<file path="src/rtl/cpu_pkg.sv">
// cpu_pkg: shared widths, ALU operation codes, skid-buffer occupancy encoding
// and the entry layout held by the ID->EX stage.
package cpu_pkg;

   localparam int XLEN       = 32;
   localparam int REG_ADDR_W = 5;
   localparam int ALU_OP_W   = 3;

   localparam logic [ALU_OP_W-1:0] ALU_ADD = 3'b000;
   localparam logic [ALU_OP_W-1:0] ALU_SUB = 3'b001;
   localparam logic [ALU_OP_W-1:0] ALU_AND = 3'b010;
   localparam logic [ALU_OP_W-1:0] ALU_OR  = 3'b011;
   localparam logic [ALU_OP_W-1:0] ALU_XOR = 3'b100;

   typedef enum logic [1:0] {
      OCC_EMPTY = 2'd0,
      OCC_ONE   = 2'd1,
      OCC_TWO   = 2'd2
   } occ_state_t;

   typedef struct packed {
      logic [XLEN-1:0]       a;
      logic [XLEN-1:0]       b;
      logic [ALU_OP_W-1:0]   alu_op;
      logic [REG_ADDR_W-1:0] rd_addr;
      logic                  reg_write;
   } ex_entry_t;

endpackage

</file>
<file path="src/rtl/id_ex_fwd_mux.sv">
// id_ex_fwd_mux: resolves one source operand at capture time.
//   src_addr       source register index (x0 always reads as zero)
//   rf_data        register-file read value
//   mem_* / wb_*   later-stage results available for forwarding
//   operand        resolved value
// Build option: ID_EX_FWD_EN enables MEM/WB forwarding (MEM wins over WB).
// Without it the MEM/WB inputs are ignored and only x0 is special-cased.
import cpu_pkg::*;

module id_ex_fwd_mux (
   input  logic [REG_ADDR_W-1:0] src_addr,
   input  logic [XLEN-1:0]       rf_data,
   input  logic                  mem_reg_write,
   input  logic [REG_ADDR_W-1:0] mem_rd_addr,
   input  logic [XLEN-1:0]       mem_result,
   input  logic                  wb_reg_write,
   input  logic [REG_ADDR_W-1:0] wb_rd_addr,
   input  logic [XLEN-1:0]       wb_result,
   output logic [XLEN-1:0]       operand
);

`ifndef ID_EX_FWD_EN
   logic unused_fwd;
   assign unused_fwd = ^{mem_reg_write, mem_rd_addr, mem_result,
                         wb_reg_write, wb_rd_addr, wb_result};
`endif

   always_comb begin
      operand = rf_data;
      if (src_addr == '0)
         operand = '0;
`ifdef ID_EX_FWD_EN
      else if (mem_reg_write && (mem_rd_addr == src_addr))
         operand = mem_result;
      else if (wb_reg_write && (wb_rd_addr == src_addr))
         operand = wb_result;
`endif
      else
         operand = rf_data;
   end

endmodule

</file>
<file path="src/rtl/id_ex_stage.sv">
// id_ex_stage: ID->EX pipeline register with operand forwarding, immediate
// select and a 2-entry skid buffer (head drives ex_*, skid holds overflow).
//   clk, rst_n        clock, async active-low reset
//   flush             drop every buffered entry
//   id_*              decode-side offer, id_ready registered
//   mem_*, wb_*       forwarding sources
//   ex_*              head entry toward the ALU, ex_valid qualifies it
// Build option: ID_EX_FWD_EN (see id_ex_fwd_mux).
//
// state     | meaning
// OCC_EMPTY | no valid entry, ex_valid=0
// OCC_ONE   | head valid, skid free
// OCC_TWO   | head and skid valid, id_ready=0
import cpu_pkg::*;

module id_ex_stage (
   input  logic                  clk,
   input  logic                  rst_n,
   input  logic                  flush,
   input  logic                  id_valid,
   output logic                  id_ready,
   input  logic [REG_ADDR_W-1:0] id_rs1_addr,
   input  logic [REG_ADDR_W-1:0] id_rs2_addr,
   input  logic [XLEN-1:0]       id_rs1_data,
   input  logic [XLEN-1:0]       id_rs2_data,
   input  logic [XLEN-1:0]       id_imm,
   input  logic                  id_use_imm,
   input  logic [ALU_OP_W-1:0]   id_alu_op,
   input  logic [REG_ADDR_W-1:0] id_rd_addr,
   input  logic                  id_reg_write,
   input  logic                  mem_reg_write,
   input  logic [REG_ADDR_W-1:0] mem_rd_addr,
   input  logic [XLEN-1:0]       mem_result,
   input  logic                  wb_reg_write,
   input  logic [REG_ADDR_W-1:0] wb_rd_addr,
   input  logic [XLEN-1:0]       wb_result,
   output logic                  ex_valid,
   input  logic                  ex_ready,
   output logic [XLEN-1:0]       ex_a,
   output logic [XLEN-1:0]       ex_b,
   output logic [ALU_OP_W-1:0]   ex_alu_op,
   output logic [REG_ADDR_W-1:0] ex_rd_addr,
   output logic                  ex_reg_write
);

   occ_state_t      state, state_nxt;
   ex_entry_t       head, skid, new_entry;
   logic [XLEN-1:0] rs1_op, rs2_op;
   logic            cap, cons;

   id_ex_fwd_mux u_fwd_rs1 (
      .src_addr      (id_rs1_addr),
      .rf_data       (id_rs1_data),
      .mem_reg_write (mem_reg_write),
      .mem_rd_addr   (mem_rd_addr),
      .mem_result    (mem_result),
      .wb_reg_write  (wb_reg_write),
      .wb_rd_addr    (wb_rd_addr),
      .wb_result     (wb_result),
      .operand       (rs1_op)
   );

   id_ex_fwd_mux u_fwd_rs2 (
      .src_addr      (id_rs2_addr),
      .rf_data       (id_rs2_data),
      .mem_reg_write (mem_reg_write),
      .mem_rd_addr   (mem_rd_addr),
      .mem_result    (mem_result),
      .wb_reg_write  (wb_reg_write),
      .wb_rd_addr    (wb_rd_addr),
      .wb_result     (wb_result),
      .operand       (rs2_op)
   );

   assign cap  = id_valid & id_ready;
   assign cons = ex_valid & ex_ready;

   always_comb begin
      new_entry.a         = rs1_op;
      new_entry.b         = id_use_imm ? id_imm : rs2_op;
      new_entry.alu_op    = id_alu_op;
      new_entry.rd_addr   = id_rd_addr;
      new_entry.reg_write = id_reg_write;
   end

   always_comb begin
      state_nxt = state;
      case (state)
         OCC_EMPTY: if (cap) state_nxt = OCC_ONE;
         OCC_ONE: begin
            if (cap && !cons)      state_nxt = OCC_TWO;
            else if (!cap && cons) state_nxt = OCC_EMPTY;
         end
         OCC_TWO:   if (cons) state_nxt = OCC_ONE;
         default:   state_nxt = OCC_EMPTY;
      endcase
   end

   // Payload registers are left alone on flush; only ex_valid qualifies them.
   always_ff @(posedge clk or negedge rst_n) begin
      if (!rst_n) begin
         state    <= OCC_EMPTY;
         ex_valid <= 1'b0;
         id_ready <= 1'b1;
         head     <= '0;
         skid     <= '0;
      end else if (flush) begin
         state    <= OCC_EMPTY;
         ex_valid <= 1'b0;
         id_ready <= 1'b1;
      end else begin
         state    <= state_nxt;
         ex_valid <= (state_nxt != OCC_EMPTY);
         id_ready <= (state_nxt != OCC_TWO);
         case (state)
            OCC_EMPTY: if (cap) head <= new_entry;
            OCC_ONE: begin
               if (cap && cons) head <= new_entry;
               else if (cap)    skid <= new_entry;
            end
            OCC_TWO:   if (cons) head <= skid;
            default:   ;
         endcase
      end
   end

   assign ex_a         = head.a;
   assign ex_b         = head.b;
   assign ex_alu_op    = head.alu_op;
   assign ex_rd_addr   = head.rd_addr;
   assign ex_reg_write = head.reg_write;

endmodule
</file>
<file path="config.mk">
export PLATFORM = sky130hd
export DESIGN_NAME = id_ex_stage
export DESIGN_NICKNAME = d
export VERILOG_FILES = /design/src/rtl/cpu_pkg.sv /design/src/rtl/id_ex_fwd_mux.sv /design/src/rtl/id_ex_stage.sv
export SDC_FILE = /design/constraint.sdc
export NUM_CORES = 1
export LEC_CHECK = 0
export ABC_CLOCK_PERIOD_IN_PS = 3450
export CORE_MARGIN = 2
export CORE_UTILIZATION = 47
export DETAILED_ROUTE_END_ITERATION = 8
export GPL_TIMING_DRIVEN = 0
export PLACE_DENSITY = 0.87
export SYNTH_ARGS = -nofsm -noshare
export SYNTH_HDL_FRONTEND = slang
export SYNTH_SLANG_ARGS = --single-unit
</file>
<file path="constraint.sdc">
create_clock -name clk -period 3.45 [get_ports clk]
set_clock_uncertainty 0.2 [all_clocks]
set_input_delay 0.345 -clock clk [delete_from_list [all_inputs] [get_ports clk]]
set_output_delay 0.345 -clock clk [all_outputs]
set_load 0.05 [all_outputs]
</file>
== Word level (Yosys, flattened, before mapping) ==
Cells that the tools add are included.
W data, S select, Z words.

* Register bits: 150
* Input port bits: 197
* Logic and storage cells: 50

* Equal/unequal tests: 6
* Multiplexer cells: 15
* Bitwise gates (word level): 4
* Reductions and logical operators: 12

{| class="wikitable"
|+ Operators with widths
! cell !! number
|-
| $mux W73 || 3
|-
| $pmux W73 S3 || 1
|-
| $mux W32 || 3
|-
| $logic_not A5 Y1 || 2
|-
| $mux W2 || 5
|-
| $ne A2 B2 Y1 const B || 4
|-
| $pmux W2 S3 || 1
|-
| $reduce_and A5 Y1 || 1
|-
| $reduce_and A4 Y1 || 1
|-
| $logic_and A1 B1 Y1 || 3
|-
| $reduce_bool A3 Y1 || 1
|-
| $and A1 B1 Y1 || 2
|-
| $eq A2 B1 Y1 const B || 1
|-
| $eq A2 B2 Y1 const B || 1
|-
| $logic_not A1 Y1 || 2
|-
| $logic_not A2 Y1 || 1
|-
| $mux W1 || 2
|-
| $not A1 Y1 || 2
|-
| $reduce_bool A2 Y1 || 1
|}

== Longest topological paths before layout ==
Gate-level depths: netlist of the first run.

* Word-level depth: 8
* Depth in mapped cells: 7
* Gate-level depth less buffers: 4

== Hierarchy ==
A second synthesis of the first run with hierarchy kept.

* Cell total of the unflattened synthesis: 527
* Area total of the unflattened synthesis: 7,522.2 µm²

{| class="wikitable"
|+ Modules (own cells, without submodules)
! module !! instances !! cells an instance !! area each (µm²)
|-
| id_ex_stage || 1 || 447 || 6,879.1
|-
| id_ex_fwd_mux || 2 || 40 || 321.6
|}

== Least setup slack after synthesis of the first run ==
OpenSTA, ideal clock, no wires.

* Path type: register to register
* Start: register ex_valid
* End: register skid[6] (netlist bit)
* Arrival: 1,676 ps
* Path slack: 1,446 ps
* Cell stages (with the launch flop): 6
* Path buffers: 2
* Period minus slack after synthesis: 2,004 ps
* Cell sequence: dfrtp_1 a21bo_2 nand2b_1 buf_4 buf_2 mux2_1

* Word-level cells in the longest chain between the ends: 4

{| class="wikitable"
|+ Ends and longest elaborated chain
! element !! line !! RTL
|-
| start, declared || id_ex_stage.sv:37 || <nowiki>output logic ex_valid,</nowiki>
|-
| start signal, assigned || id_ex_stage.sv:113 || <nowiki>ex_valid <= (state_nxt != OCC_EMPTY);</nowiki>
|-
| $and A1 B1 Y1 || id_ex_stage.sv:76 || <nowiki>assign cons = ex_valid & ex_ready;</nowiki>
|-
| $logic_and A1 B1 Y1 || id_ex_stage.sv:118 || <nowiki>if (cap && cons) head <= new_entry;</nowiki>
|-
| $not A1 Y1 (no source line) || -- ||
|-
| $reduce_and A4 Y1 (no source line) || -- ||
|-
| end signal, assigned || id_ex_stage.sv:119 || <nowiki>else if (cap) skid <= new_entry;</nowiki>
|-
| end, declared || id_ex_stage.sv:47 || <nowiki>ex_entry_t head, skid, new_entry;</nowiki>
|}

Every way passes these cells.
A chain may end at the register's enable or synchronous reset.

== Worst setup path in the final report of the first run ==
* Start: register id_ready
* End: output id_ready

{| class="wikitable"
|+ RTL lines
! element !! line !! RTL
|-
| start, declared || id_ex_stage.sv:21 || <nowiki>output logic id_ready,</nowiki>
|-
| start signal, assigned || id_ex_stage.sv:114 || <nowiki>id_ready <= (state_nxt != OCC_TWO);</nowiki>
|}

No word-level cell between the ends.

==> impl_metrics.env, run 1 <==
export IMPL_yosysSeqAreaShare=0.542
export IMPL_cap_violations=0
export IMPL_syn_cell_area_um2=6930
export IMPL_layout_drive_gt1_share=0.0742
export IMPL_post_cts_resized=0
export IMPL_path_class="register to output port"
export IMPL_yosysTopAreaCell="dfrtp_1"
export IMPL_pin_count=272
export IMPL_area_delta_synth_final_pct=40.1
export IMPL_antenna_found_initial=0
export IMPL_synth_top_family_by_area="compound AO/OA/AOI/OAI gates"
export IMPL_grtUsageTotal=0.279
export IMPL_status="completed"
export IMPL_final_net_count=1154
export IMPL_min_period_ns=2.39
export IMPL_cts_clk_slew_worst_paths_ns=0.06
export IMPL_cp_max_fo=6
export IMPL_overflow=0
export IMPL_place_inst=1121
export IMPL_stdcell_count=1154
export IMPL_slew_viol_final=0
export IMPL_gp_congestion=0.896
export IMPL_crit_arrival_ns=1.84
export IMPL_hold_path_class="input pin to asynchronous set/reset pin"
export IMPL_ys_top_cells_by_area="dfrtp_1, nand2_1, nor2_1"
export IMPL_cts_root_buf="clkbuf_16"
export IMPL_finalSetupViolations=0
export IMPL_path_cells="clkdlybuf4s50_1"
export IMPL_synth_nets=938
export IMPL_start_util=0.479
export IMPL_die_height_um=125
export IMPL_fin_util=0.671
export IMPL_antenna_cells=0
export IMPL_synth_xor_area_share=0
export IMPL_final_common_cell="clkdlybuf4s50_1"
export IMPL_core_um2=14500
export IMPL_total_power_uw=6890
export IMPL_critPathBufInv=1
export IMPL_ys_warn_count=0
export IMPL_firstDrtPassIters=5
export IMPL_grt_pass1_wl_um=35000
export IMPL_path_delay_family="buffers and inverters"
export IMPL_slew_headroom=0.591
export IMPL_detailed_place_hpwl_um=15100
export IMPL_crit_required_ns=2.90
export IMPL_timing_rr_end="skid[7]$_DFFE_PN0P_"
export IMPL_synth_compound_area_share=0.224
export IMPL_endpoint_kind="output port"
export IMPL_yosysUniqueCellTypes=32
export IMPL_p_leak_uw=0.00423
export IMPL_drc=0
export IMPL_cts_tree="built"
export IMPL_drtAntennaViolNets=0
export IMPL_grt_max_degree=87
export IMPL_ys_ff_latch=150
export IMPL_cp_start_kind="register"
export IMPL_rrSetupSlack_ns=1.41
export IMPL_final_hold_violation_count=0
export IMPL_cts_num_sinks=150
export IMPL_clk_latency_ns=0.43
export IMPL_final_cell_mix="clkdlybuf4s50_1, nand2_1, dfrtp_1"
export IMPL_clock_fmax_mhz=419
export IMPL_routed_via_density=5.88
export IMPL_holdWs_ns=0.262
export IMPL_htreeDepth=4
export IMPL_cp_slowest_cell="clkdlybuf4s50_1"
export IMPL_synthAdderAreaFrac=0
export IMPL_avgSynthCellArea_um2=9.36
export IMPL_cpPeakStageDelay_ns=0.83
export IMPL_ff2ff_path_depth=5
export IMPL_crit_start="id_ready$_DFF_PN1_"
export IMPL_fp_dieArea_um2=15700
export IMPL_post_route_period_util=0.692
export IMPL_numCtsBuffers=17
export IMPL_via_count=6783
export IMPL_port_buffers=195
export IMPL_synth_top_cell_area_share=0.538
export IMPL_drt_iter0_markers=632
export IMPL_ir_drop_mv=0.388
export IMPL_synth_mux_area_fraction=0.0146
export IMPL_max_slew_worst_pin_slew_ns=0.614
export IMPL_die_x_um=125
export IMPL_power_density_nw_per_um2=709
export IMPL_wirelength_um=21500
export IMPL_synth_simple_area_share=0.175
export IMPL_synth_cells=741
export IMPL_grt_pass1_vias=6804
export IMPL_rows=44
export IMPL_clockBufferDepth=2
export IMPL_route_detailed_wl_per_inst_um=18.6
export IMPL_reg2reg_from="state[1]$_DFF_PN0_"
export IMPL_rsz0062_at_grt="false"
==> metal layers <==
metal,vias up,share of wire,GRT usage
li1,3110,-,-
met1,3245,0.41,0.368
met2,344,0.47,0.437
met3,84,0.066,0.0513
met4,0,0.050,0.153
met5,-,0,0
==> cells in the mapped netlist <==
cell and instances:
buf_2 29, nand2_1 149, buf_4 4, a22oi_1 32
nand4b_1 1, nand4_1 1, o2bb2ai_2 1, a21oi_1 3
a31oi_1 41, nor2_1 111, buf_1 2, nor3_1 2
and2b_1 1, a221oi_1 1, nand3_1 32, o211ai_1 1
mux2_1 9, and4bb_2 1, dfstp_2 1, o211ai_2 1
a21bo_2 1, clkbuf_1 32, dfrtp_1 149, a21oi_2 1
o21bai_1 1, nand4bb_1 1, nand2b_1 3, o21ai_0 57
a32o_1 32, o21ai_1 7, buf_6 1, a221o_1 33
==> final cells by class <==
class / count / area (um2)
fillers: 1147 / 4760
flip-flops and latches: 150 / 3750
multi-input cells: 523 / 2870
repair buffers: 197 / 1990
clock buffers: 21 / 460
plain buffers: 68 / 314
well taps: 184 / 230
clock inverters: 11 / 101
==> registers in the layout (all words and copies together), names as in the netlist <==
register,flops
ex_rd_addr,5
ex_b,32
ex_reg_write,1
id_ready,1
state,2
ex_a,32
ex_valid,1
skid,73
ex_alu_op,3
==> power by group <==
part	switching [uW]	internal, uW
clock	739	1030
sequential	329	2330
combinational	1540	916
==> per-stage QoR <==
stage                     worst slack (ns)  setup TNS (ns)  cell area, um2
after floorplan                       1.45               0            6930
after global placement               -4.35         -649.57            9120
after detailed placement             0.945               0            9150
after CTS                             1.05               0            9720
after global routing                  1.01               0            9720
final                                 1.06               0            9720
==> what timing repair did <==
action / 4_1_cts / 5_1_grt
endpoints found under the hold margin: 63 / 0
buffers inserted: 0 / 0
setup endpoints to repair: 0 / 0
hold buffers: 1 / 0
==> cell families after synthesis <==
group / Yosys count
and+or+nand+nor: 302
AOI/OAI and AO/OA: 212
DFF: 150
buffers and inverters: 68
muxes: 9
==> how the worst max path moves through the flow <==
| stage | cells past startpoint | to | slack [ns] |
|---|---|---|---|
| 6_report | 1 | id_ready | 1.06 |
| 5_1_grt | 1 | id_ready | 1.01 |
| 4_1_cts | 1 | id_ready | 1.05 |
| 3_5_place_dp | 7 | skid[35]$_DFFE_PN0P_ | 0.94 |
| 3_3_place_gp | 1 | skid[57]$_DFFE_PN0P_ | -4.35 |
| 2_1_floorplan | 5 | skid[6]$_DFFE_PN0P_ | 1.45 |
No activity file was read; power rests on OpenSTA's default activity.
==> run 2: changes to the inputs <==
Settings changed: ABC_CLOCK_PERIOD_IN_PS 3450 to 2400, CORE_UTILIZATION 47 to 44, PLACE_DENSITY 0.87 to 0.83.
Clock period 3.45 ns to 2.4 ns, I/O delays scaled along.
==> impl_metrics.env, run 2 (synthesis results as in run 1) <==
export IMPL_antenna_found_initial=0
export IMPL_crit_required_ns=1.96
export IMPL_clk_latency_ns=0.42
export IMPL_drt_iter0_markers=680
export IMPL_switchingPower_uw=3700
export IMPL_ir_drop_mv=0.550
export IMPL_fill_cells=1271
export IMPL_worst_slack_ns=0.113
export IMPL_core_um2=15300
export IMPL_clockBufferDepth=2
export IMPL_wirelength_um=21600
export IMPL_cp_start_kind="register"
export IMPL_sequentialPowerShare=0.377
export IMPL_swShare=0.365
export IMPL_cts_root_buf="clkbuf_16"
export IMPL_cp_max_fo=6
export IMPL_path_class="register to output port"
export IMPL_reg2reg_from="id_ready$_DFF_PN1_"
export IMPL_cpPeakStageDelay_ns=0.84
export IMPL_gp_congestion=0.825
export IMPL_start_util=0.453
export IMPL_drc=0
export IMPL_largest_reg_flops=73
export IMPL_timing_rr_end="ex_b[2]$_DFFE_PN0P_"
export IMPL_final_cell_mix="clkdlybuf4s50_1, nand2_1, dfrtp_1"
export IMPL_die_x_um=130
export IMPL_final_common_cell="clkdlybuf4s50_1"
export IMPL_slew_headroom=0.531
export IMPL_power_density_nw_per_um2=1030
export IMPL_power_frac_clock=0.274
export IMPL_place_ws_ns=-0.115
export IMPL_status="completed"
export IMPL_post_cts_resized=0
export IMPL_final_net_count=1154
export IMPL_p_leak_uw=0.00426
export IMPL_rsz0062_at_grt="false"
export IMPL_firstDrtPassIters=6
export IMPL_layout_drive_gt1_share=0.0711
export IMPL_route_detailed_wl_per_inst_um=18.3
export IMPL_total_power_uw=10100
export IMPL_cap_violations=0
export IMPL_rows=45
export IMPL_final_hold_violation_count=0
export IMPL_path_delay_family="buffers and inverters"
export IMPL_crit_arrival_ns=1.85
export IMPL_numCtsBuffers=17
export IMPL_path_cells="clkdlybuf4s50_1"
export IMPL_ff2ff_path_depth=5
export IMPL_grtUsageTotal=0.265
export IMPL_routed_via_density=5.82
export IMPL_cp_slowest_cell="clkdlybuf4s50_1"
export IMPL_fp_dieArea_um2=16800
export IMPL_power_frac_comb=0.348
export IMPL_clock_fmax_mhz=437
export IMPL_slew_viol_final=0
export IMPL_cts_clk_slew_worst_paths_ns=0.06
export IMPL_rrSetupSlack_ns=0.30
export IMPL_overflow=0
export IMPL_fin_util=0.640
export IMPL_finalSetupViolations=0
export IMPL_intPower_uw=6430
export IMPL_critPathBufInv=1
export IMPL_post_route_period_util=0.953
export IMPL_min_period_ns=2.29
export IMPL_hold_path_class="input pin to asynchronous set/reset pin"
export IMPL_grt_pass1_vias=6671
export IMPL_port_buffers=195
export IMPL_cts_tree="built"
export IMPL_via_count=6879
export IMPL_area_delta_synth_final_pct=41.3
export IMPL_grt_pass1_wl_um=34500
export IMPL_die_height_um=130
export IMPL_detailed_place_hpwl_um=15000
export IMPL_drtAntennaViolNets=0
export IMPL_grt_max_degree=79
export IMPL_max_slew_worst_pin_slew_ns=0.704
export IMPL_endpoint_kind="output port"
export IMPL_pin_count=272
export IMPL_largest_register="skid"
export IMPL_htreeDepth=4
export IMPL_antenna_cells=0
export IMPL_cts_num_sinks=150
[run 2: changes by cell type in the layout (fill, tap and decap cells not counted)]
cell        before  now
bufinv_16        1    4
clkbuf_1        34   37
clkbuf_8         2    1
clkinv_4         1    0
clkinvlp_4       4    2
inv_6            2    0
[run 2: final cells by class]
class | instances | area [um2] | area share
buffer | 68 | 314 | 0.0321
clock buffer | 23 | 458 | 0.0467
clock inverter | 9 | 150 | 0.0153
multi-input combinational | 523 | 2870 | 0.292
sequential | 150 | 3750 | 0.383
tap | 211 | 264 | 0.0269
timing repair buffer | 197 | 1990 | 0.203
[run 2: power by group through the flow]
| stage | Sequential (uW) | Clock, uW | Combinational [uW] |
|---|---|---|---|
| after floorplan | 5010 | 0 | 976 |
| after global placement | 3820 | 0 | 3460 |
| after detailed placement | 3850 | 0 | 3520 |
| after CTS | 3820 | 2800 | 3540 |
| after global routing | 3920 | 2920 | 3770 |
| final | 3830 | 2780 | 3530 |
[run 2: per-layer routing]
layer / GRT usage / wire length (um) / vias up
met3: 0.0557 / 1640 / 37
met4: 0.0867 / 507 / 0
met1: 0.372 / 9090 / 3405
met2: 0.414 / 10400 / 341
met5: 0 / 0 / -
li1: - / - / 3096
[run 2: per-stage QoR]
step	instances	TNS, ns	hold slack, ns	cell area [um2]
global placement	1147	-774.77	0.260	9150
finish	1181	0	0.185	9800
floorplan	741	0	-0.256	6930
CTS	1181	0	0.193	9800
detailed placement	1148	-2.35	0.102	9180
global route	1181	0	0.193	9800
[run 2: worst reg2reg max path, cell delays in order, from the launching register on]
cell and delay (ns):
dfstp_2 0.58, nand4_1 0.12, o211ai_2 0.34, nand2b_1 0.23, buf_2 0.26, a32o_1 0.25
[run 2: how the worst max path moves through the flow]
stage | depth (start not counted) | endpoint | start | slack (ns)
after floorplan | 5 | skid[6]$_DFFE_PN0P_ | ex_valid$_DFF_PN0_ | 0.40
after global placement | 1 | ex_b[8]$_DFFE_PN0P_ | rst_n | -5.18
after detailed placement | 7 | skid[25]$_DFFE_PN0P_ | id_rs2_addr[2] | -0.11
after CTS | 1 | id_ready | id_ready$_DFF_PN1_ | 0.11
after global routing | 1 | id_ready | id_ready$_DFF_PN1_ | 0.07
final | 1 | id_ready | id_ready$_DFF_PN1_ | 0.11
[run 2: what timing repair did]
action | in CTS | in global routing
buffers inserted | 0 | 0
hold buffers | 1 | 0
hold endpoints to repair | 71 | 0
==> run 3: changes to the inputs <==
Settings changed: CAP_MARGIN set to 30.
==> impl_metrics.env, run 3 (synthesis results as in run 1) <==
export IMPL_critPathBufInv=1
export IMPL_drtAntennaViolNets=0
export IMPL_routed_via_density=5.82
export IMPL_largest_reg_flops=73
export IMPL_rsz0062_at_grt="false"
export IMPL_status="completed"
export IMPL_fin_util=0.640
export IMPL_power_density_nw_per_um2=1030
export IMPL_cap_violations=0
export IMPL_cts_num_sinks=150
export IMPL_slew_headroom=0.531
export IMPL_timing_rr_end="ex_b[2]$_DFFE_PN0P_"
export IMPL_ff2ff_path_depth=5
export IMPL_clock_fmax_mhz=437
export IMPL_grt_busiest_layer="met2"
export IMPL_path_cells="clkdlybuf4s50_1"
export IMPL_start_util=0.453
export IMPL_cts_root_buf="clkbuf_16"
export IMPL_grtUsageTotal=0.265
export IMPL_total_power_uw=10100
export IMPL_drt_iter0_markers=680
export IMPL_crit_arrival_ns=1.85
export IMPL_layout_drive_gt1_share=0.0711
export IMPL_final_design_area_no_fill_um2=9800
export IMPL_finalSetupViolations=0
export IMPL_hold_path_class="input pin to asynchronous set/reset pin"
export IMPL_firstDrtPassIters=6
export IMPL_via_count=6879
export IMPL_cts_tree="built"
export IMPL_reg2reg_from="id_ready$_DFF_PN1_"
export IMPL_gp_congestion=0.825
export IMPL_crit_required_ns=1.96
export IMPL_drc=0
export IMPL_cts_clk_slew_worst_paths_ns=0.06
export IMPL_detailed_place_hpwl_um=15000
export IMPL_largest_register="skid"
export IMPL_path_class="register to output port"
export IMPL_rows=45
export IMPL_grt_max_degree=79
export IMPL_route_detailed_wl_per_inst_um=18.3
export IMPL_cp_slowest_cell="clkdlybuf4s50_1"
export IMPL_met3_usage=0.0557
export IMPL_die_height_um=130
export IMPL_port_buffers=195
export IMPL_final_cell_mix="clkdlybuf4s50_1, nand2_1, dfrtp_1"
export IMPL_die_x_um=130
export IMPL_clk_latency_ns=0.42
export IMPL_p_leak_uw=0.00426
export IMPL_slew_viol_final=0
export IMPL_post_cts_resized=0
export IMPL_min_period_ns=2.29
export IMPL_ir_drop_mv=0.550
export IMPL_grt_pass1_wl_um=34500
export IMPL_core_um2=15300
export IMPL_antenna_found_initial=0
export IMPL_htreeDepth=4
export IMPL_numCtsBuffers=17
export IMPL_overflow=0
export IMPL_post_route_period_util=0.953
export IMPL_cpPeakStageDelay_ns=0.84
export IMPL_cp_start_kind="register"
export IMPL_path_delay_family="buffers and inverters"
export IMPL_max_slew_worst_pin_slew_ns=0.704
export IMPL_final_hold_violation_count=0
export IMPL_use_met2=0.414
export IMPL_setup_tns_ns=0
export IMPL_dpl_cell_area_um2=9180
export IMPL_clockBufferDepth=2
export IMPL_antenna_cells=0
export IMPL_place_ws_ns=-0.115
export IMPL_endpoint_kind="output port"
export IMPL_area_delta_synth_final_pct=41.3
export IMPL_fp_dieArea_um2=16800
export IMPL_cp_max_fo=6
export IMPL_final_net_count=1154
export IMPL_grtUsageMet1=0.372
export IMPL_wirelength_um=21600
export IMPL_final_common_cell="clkdlybuf4s50_1"
export IMPL_grt_pass1_vias=6671
export IMPL_rrSetupSlack_ns=0.30
export IMPL_pin_count=272
export IMPL_worst_slack_ns=0.113
-- run 3: cell counts in the layout (fill, tap and decap cells not counted) --
No cell type changed its count.
-- run 3: final cells by class --
type / count / area [um2]
fillers: 1271 / 5520
flip-flops and latches: 150 / 3750
multi-input cells: 523 / 2870
repair buffers: 197 / 1990
clock buffers: 23 / 458
plain buffers: 68 / 314
well taps: 211 / 264
clock inverters: 9 / 150
-- run 3: what timing repair did --
action                                 4_1_cts  5_1_grt
buffers inserted                             0        0
hold buffers                                 1        0
endpoints found under the hold margin       71        0
-- run 3: through the flow --
step                hold slack [ns]  cells
global placement              0.260   1147
floorplan                    -0.256    741
global route                  0.193   1181
finish                        0.185   1181
detailed placement            0.102   1148
CTS                           0.193   1181
-- run 3: worst max path at each step --
stage / depth (start not counted) / endpoint / slack (ns) / from
after floorplan: 5 / skid[6]$_DFFE_PN0P_ / 0.40 / ex_valid$_DFF_PN0_
after global placement: 1 / ex_b[8]$_DFFE_PN0P_ / -5.18 / rst_n
after detailed placement: 7 / skid[25]$_DFFE_PN0P_ / -0.11 / id_rs2_addr[2]
after CTS: 1 / id_ready / 0.11 / id_ready$_DFF_PN1_
after global routing: 1 / id_ready / 0.07 / id_ready$_DFF_PN1_
final: 1 / id_ready / 0.11 / id_ready$_DFF_PN1_
-- run 3: where the power goes --
part	switching [uW]	total [uW]	internal, uW
combinational	2210	3530	1320
sequential	473	3830	3350
clock	1020	2780	1760
-- run 3: metal layers --
| layer | vias up | part of all wire |
|---|---|---|
| li1 | 3096 | - |
| met1 | 3405 | 0.42 |
| met2 | 341 | 0.48 |
| met3 | 37 | 0.076 |
| met4 | 0 | 0.023 |
| met5 | - | 0 |
